==> config.mk <==
export PLATFORM = sky130hd
export DESIGN_NAME = chan_scan_sel
export DESIGN_NICKNAME = d
export VERILOG_FILES = /design/src/rtl/chan_scan_sel.sv
export SDC_FILE = /design/constraint.sdc
export NUM_CORES = 1
export LEC_CHECK = 0
export CELL_PAD_IN_SITES_DETAIL_PLACEMENT = 1
export CELL_PAD_IN_SITES_GLOBAL_PLACEMENT = 2
export CORE_ASPECT_RATIO = 1.5
export CORE_MARGIN = 2
export CORE_UTILIZATION = 28
export DETAILED_ROUTE_END_ITERATION = 7
export MAX_ROUTING_LAYER = met4
export PLACE_DENSITY_LB_ADDON = 0.1
export SYNTH_ARGS = -nofsm -noshare
export SYNTH_HDL_FRONTEND = slang
export SYNTH_SLANG_ARGS = --single-unit
==> constraint.sdc <==
create_clock -name clk -period 2 [get_ports clk]
set_input_delay 0.4 -clock clk [delete_from_list [all_inputs] [get_ports clk]]
set_output_delay 0.4 -clock clk [all_outputs]
set_load 0.01 [all_outputs]
==> src/rtl/chan_scan_sel.sv <==
// chan_scan_sel: eight-channel sample selector with manual and scan modes.
//   In MANUAL, the channel that sel names is registered onto dout every cycle.
//   In SCAN, an internal pointer steps through channels 0..7. Each channel is
//   held for dwell+1 cycles, and wrap pulses when the pointer rolls over 7->0.
// Ports:
//   clk   - clock; all state changes on its rising edge
//   rst   - synchronous active-high reset
//   din   - eight packed channels; channel k is din[k*W +: W]
//   sel   - manual channel index
//   mode  - 0 = manual, 1 = scan; sampled only on an accepted start
//   dwell - cycles per channel minus one; latched on an accepted start
//   start - request to leave IDLE (ignored outside IDLE)
//   stop  - request to return to IDLE (wins over start)
//   dout  - registered selected channel data
//   ch    - index of the channel currently on dout
//   valid - dout carries a sample taken in MANUAL or SCAN
//   wrap  - one-cycle pulse when ch changes from 7 to 0 in SCAN
module chan_scan_sel #(
  parameter int W       = 3,
  parameter int DWELL_W = 4
) (
  input  logic               clk,
  input  logic               rst,
  input  logic [8*W-1:0]     din,
  input  logic [2:0]         sel,
  input  logic               mode,
  input  logic [DWELL_W-1:0] dwell,
  input  logic               start,
  input  logic               stop,
  output logic [W-1:0]       dout,
  output logic [2:0]         ch,
  output logic               valid,
  output logic               wrap
);

  typedef enum logic [1:0] {IDLE, MANUAL, SCAN} state_t;

  state_t             state;
  logic [2:0]         ptr;
  logic [DWELL_W-1:0] cnt;
  logic [DWELL_W-1:0] dwell_q;
  logic [W-1:0]       chan [8];

  always_comb begin
    for (int unsigned k = 0; k < 8; k++) begin
      chan[k] = din[k*W +: W];
    end
  end

  always_ff @(posedge clk) begin
    if (rst) begin
      state   <= IDLE;
      dout    <= '0;
      ch      <= '0;
      valid   <= 1'b0;
      wrap    <= 1'b0;
      ptr     <= '0;
      cnt     <= '0;
      dwell_q <= '0;
    end else begin
      case (state)
        IDLE: begin
          valid <= 1'b0;
          wrap  <= 1'b0;
          if (start && !stop) begin
            state   <= mode ? SCAN : MANUAL;
            dwell_q <= dwell;
            ptr     <= '0;
            cnt     <= '0;
          end
        end
        MANUAL: begin
          wrap <= 1'b0;
          if (stop) begin
            state <= IDLE;
            valid <= 1'b0;
          end else begin
            dout  <= chan[sel];
            ch    <= sel;
            valid <= 1'b1;
          end
        end
        SCAN: begin
          if (stop) begin
            state <= IDLE;
            valid <= 1'b0;
            wrap  <= 1'b0;
          end else begin
            dout  <= chan[ptr];
            ch    <= ptr;
            valid <= 1'b1;
            // valid gates out the first SCAN sample. On that cycle ch may still
            // hold 7 from an earlier run, and a 7->0 change then is not a wrap.
            wrap  <= valid && (ch == 3'd7) && (ptr == 3'd0);
            if (cnt == dwell_q) begin
              ptr <= ptr + 3'd1;
              cnt <= '0;
            end else begin
              cnt <= cnt + DWELL_W'(1);
            end
          end
        end
        default: state <= IDLE;
      endcase
    end
  end

endmodule

==> flow_summary.ini, run 1 <==
[sta]
worst_clock_skew_ps = 6.54
tightest_slew_ps = 493
period_share_pct = 92.1
fmax_mhz = 543
min_period_ps = 1840
setup_viol = 0
finalWorstSetupSlack_ps = 158
slew_headroom_pct = 66.7
rsz0062_at_grt = no
final_hold_viol_count = 0
report.final.slew_viol_count = 0

[floorplan]
die_w_um = 63.1
core_um2 = 5080
ios = 44
die_y_um = 92.6
dieArea_um2 = 5840
initial_core_util_pct = 28.8
rows = 32

[clock_tree]
htreeDepth = 1
ctsLongestPathBuffers = 2
cts-root-buf = clkbuf_8
clk_latency_ps = 260
cts_buffers = 3
clock-sinks = 21
cts_tree = built
ctsHoldBuffers = 0
clk_pin_slew_ps = 80
cts_setup_buffers = 0

[finish]
final_cell_mix = clkdlybuf4s50_1 (43), dfxtp_1 (20), mux2i_1 (17)
n_fill_cell = 621
fin_cells = 278
diodes = 0
area_delta_synth_final_pct = 43.4
nets = 254
final_common_cell = clkdlybuf4s50_1
drive_gt1_share_pct = 13.8
fin_util_pct = 41.3

[setup_path]
cp.required_ps = 2170
r2r_slack_ps = 160
r2r_cells = 6
worstReg2RegEnd = dout[2]
crit_type = flop to flop
arrival_ps = 2010
crit_fanout = 6
cp-end-kind = flop
critPathLaunchType = flop
timing.rr.start = state[0]

[grt]
grt_max_degree = 13
grt_pass1_wl_um = 7710
grt_pass1_vias = 1647
overflow = 0
antenna_found_initial = 0
groute.usage.overall_pct = 17.2

[logic_synthesis]
ys_warn_count = 0
ys_ff_latch = 21
synthCells = 157
ys_types = 32
synth_area_um2 = 1470
synth_edf_count = 0
synthMuxAreaShare_pct = 24.7
synth_compound_area_share_pct = 16.1
synth_top_family_by_area = multiplexers
synth_xor_area_share_pct = 4.18
seq_area_frac_synth_pct = 28.7
synth-simple-area-share_pct = 15.1
synthAdderAreaFrac_pct = 5.98
synthFlopType = dfxtp_1
async_reset_ff_share_pct = 0
syn_avg_cell_area_um2 = 9.33
syn_nets = 200

[job]
maxCapViolCount = 0

[pwr]
p_per_area_nw_per_um2 = 486
p_leak_uw = 0.000802
vdd.ir_drop.worst_mv = 0.221

[route]
wl_per_cell_um = 16.5
wirelength_um = 4590
antenna_left = 0
num_vias = 1423
drtPass1Iterations = 4
drc = 0
via_per_inst = 5.12
drt_iter0_drc = 16

[place]
pre_cts_ws_ps = -131
portBuffers = 43
dpl.hpwl_um = 3850
gp_congestion = 0.818
dp.cells = 274

[worst_hold_path]
whs_endpoint = wrap
hp-class = flop to flop
hp-start = wrap
whs_path_depth = 2

[run_status]
status = finished, final reports clean
## kinds of logic (layout without fill, tap and decap cells)
group | count (synthesis) | count (layout)
fa+ha+maj | 7 | 7
mux | 26 | 26
compound gates | 35 | 35
simple gates | 44 | 44
flops | 21 | 21
buf+inv | 17 | 70
xor+xnor | 7 | 7
## cell type report
| cell class | instances | area, µm² | share of cell area, % |
|---|---|---|---|
| Clock inverter | 1 | 5.00 | 0.238 |
| Clock buffer | 3 | 41.3 | 1.97 |
| Inverter | 7 | 26.3 | 1.25 |
| Tap cell | 68 | 85.1 | 4.05 |
| Sequential cell | 21 | 422 | 20.1 |
| Timing Repair Buffer | 59 | 551 | 26.2 |
| Multi-Input combinational cell | 119 | 971 | 46.2 |
## stage by stage
| step | area (µm²) | total power (µW) | hold slack (ps) | setup TNS, ps |
|---|---|---|---|---|
| after floorplan | 1470 | 596 | 465 | 0 |
| after global placement | 2050 | 742 | 481 | -234 |
| after detailed placement | 2050 | 752 | 485 | -337 |
| after CTS | 2100 | 1040 | 506 | 0 |
| after global routing | 2100 | 1090 | 524 | 0 |
| final | 2100 | 1020 | 498 | 0 |
## state kept, by name, summed over array words and instances (netlist names)
name     count
cnt          4
valid        1
wrap         1
dwell_q      4
ptr          3
state        2
ch           3
dout         3
## metal layers
layer,up-vias,routed length (µm),GRT usage (%)
li1,690,-,-
met1,678,1680,16.0
met2,48,2640,34.4
met3,7,165,1.82
met4,0,104,7.22
met5,-,0,-
## power by group
group          internal, µW  switching, µW
sequential              436           15.5
clock                   139            144
combinational           164            124
total                   739            283
## worst max path at each step
stage	startpoint	to	slack (ps)	cells past startpoint
after global placement	din[4]	dout[1]	-140	5
after floorplan	state[0]	ptr[1]	310	7
after detailed placement	din[16]	dout[1]	-130	5
after CTS	ptr[0]	dout[1]	10	4
final	state[0]	dout[2]	160	6
after global routing	state[0]	dout[2]	9	6
## cell usage after synthesis (all sizes together) (6+ instances only)
cell type,number,area [µm²]
nand2,8,30.0
a21oi,8,40.0
o22ai,6,37.5
a211oi,9,67.6
ha,7,87.6
nor3,7,35.0
inv,7,26.3
dfxtp,21,420
mux2i,17,170
mux4,6,158
nor2,15,56.3
## worst max-delay path, stage by stage, from the launching register on
cell	delay, ps
dfxtp_1	340
inv_1	60
ha_1	290
or3b_2	540
o22ai_1	200
a211oi_1	70
a211oi_1	250
## repair_timing
item	in CTS	in global routing
gates resized for setup	0	2
hold endpoints to repair	0	0
setup endpoints to repair	0	4
No activity file was read; power rests on OpenSTA's default activity.
==> inputs of run 2 (changes only) <==
clock period = 1.8 ns   (was 2 ns; I/O delays follow)
==> run 2 against run 1 <==
Compared with the run above:
- sequential power increased by 11%
- power grew 13%
- critical path depth decreased by 1
- worst hold slack better by 5.1 ps
- clock power up 11%
==> flow_summary.ini, run 2 (synthesis gave the netlist of run 1 again) <==
[setup_path]
crit_fanout = 2
arrival_ps = 1910
critPathLaunch = din[5]
r2r_slack_ps = 40
crit_type = input port to flop
timing.rr.start = state[0]
critPathLaunchType = input port
cp.required_ps = 1950
cp-end-kind = flop

[sta]
final_hold_viol_count = 0
rsz0062_at_grt = yes
report.final.slew_viol_count = 0
hold_slack_ps = 503
setup_viol = 0
period_share_pct = 98.0
min_period_ps = 1760
worst_clock_skew_ps = 5.04
tightest_slew_ps = 465
slew_headroom_pct = 68.7
fmax_mhz = 567

[place]
dpl.hpwl_um = 3830
portBuffers = 43
place_area_um2 = 2090
gp_congestion = 0.847
dp.cells = 279

[clock_tree]
clk_pin_slew_ps = 80
ctsLongestPathBuffers = 2
cts_setup_buffers = 0
clk_latency_ps = 260
cts_tree = built
cts_resized = 4
cts-root-buf = clkbuf_8
ctsHoldBuffers = 0
htreeDepth = 1
cts_buffers = 3
clock-sinks = 21

[finish]
drive_gt1_share_pct = 19.1
n_fill_cell = 627
area_delta_synth_final_pct = 48.7
final_common_cell = clkdlybuf4s50_1
seqCellArea_um2 = 422
nets = 259
fin_util_pct = 42.8
multi_input_area_um2 = 1010
fin_cells = 283
final_cell_mix = clkdlybuf4s50_1 (43), dfxtp_1 (20), buf_4 (20)
diodes = 0
largestRegisters = cnt: 4 flops, dwell_q: 4 flops
design_area_um2 = 2180

[floorplan]
ios = 44
core_um2 = 5080
dieArea_um2 = 5840
die_y_um = 92.6
die_w_um = 63.1
rows = 32
initial_core_util_pct = 28.8

[route]
drt_iter0_drc = 26
drc = 0
wl_per_cell_um = 16.5
via_per_inst = 5.15
drtPass1Iterations = 3
antenna_left = 0
wirelength_um = 4680
num_vias = 1457

[job]
maxCapViolCount = 0

[pwr]
p_per_area_nw_per_um2 = 530
p_leak_uw = 0.000830
vdd.ir_drop.worst_mv = 0.203

[grt]
overflow = 0
grt_pass1_vias = 1646
antenna_found_initial = 0
groute.usage.overall_pct = 16.9
grt_pass1_wl_um = 7540
grt_max_degree = 13

[worst_hold_path]
hp-class = flop to flop
hp-start = dwell_q[3]

[run_status]
status = finished, final reports clean
[run 2: report_power, final]
group	internal [µW]	total, µW	switching (µW)
Combinational	194	342	148
Sequential	484	499	15.1
Clock	154	314	159
Total	832	1150	323
[run 2: routing by layer]
layer / up-vias / track usage [%] / share of wire, % / routed length, µm
li1: 705 / - / - / -
met1: 700 / 15.7 / 35 / 1660
met2: 44 / 34.8 / 59 / 2770
met3: 8 / 1.70 / 3.4 / 158
met4: 0 / 5.74 / 1.9 / 91
met5: - / - / 0 / 0
[run 2: final timing paths]
check,to,cells past startpoint
hold reg to reg,dwell_q[3],2
setup reg to reg,dout[0],6
setup / recovery,dout[2],5
hold / removal,dwell_q[3],2
[run 2: area by class of cell]
| class | count | share of cell area (%) |
|---|---|---|
| clock buffers | 3 | 1.90 |
| clock inverters | 1 | 0.230 |
| inverters | 7 | 1.21 |
| multi-input cells | 119 | 46.2 |
| flip-flops and latches | 21 | 19.4 |
| well taps | 68 | 3.91 |
| repair buffers | 64 | 27.2 |
[run 2: worst max-delay path, cell delays in order]
cell and delay (ps):
clkdlybuf4s50_1 430, mux4_1 520, mux2_2 290, a211oi_2 220
a211oi_1 90
[run 2: metrics by stage]
step	setup TNS [ps]	total power, µW	setup slack (ps)
floorplan	0	662	111
global placement	-686	829	-271
detailed placement	-863	839	-304
CTS	-9.21	1160	-9.21
global route	-282	1230	-82.0
finish	0	1150	36.3
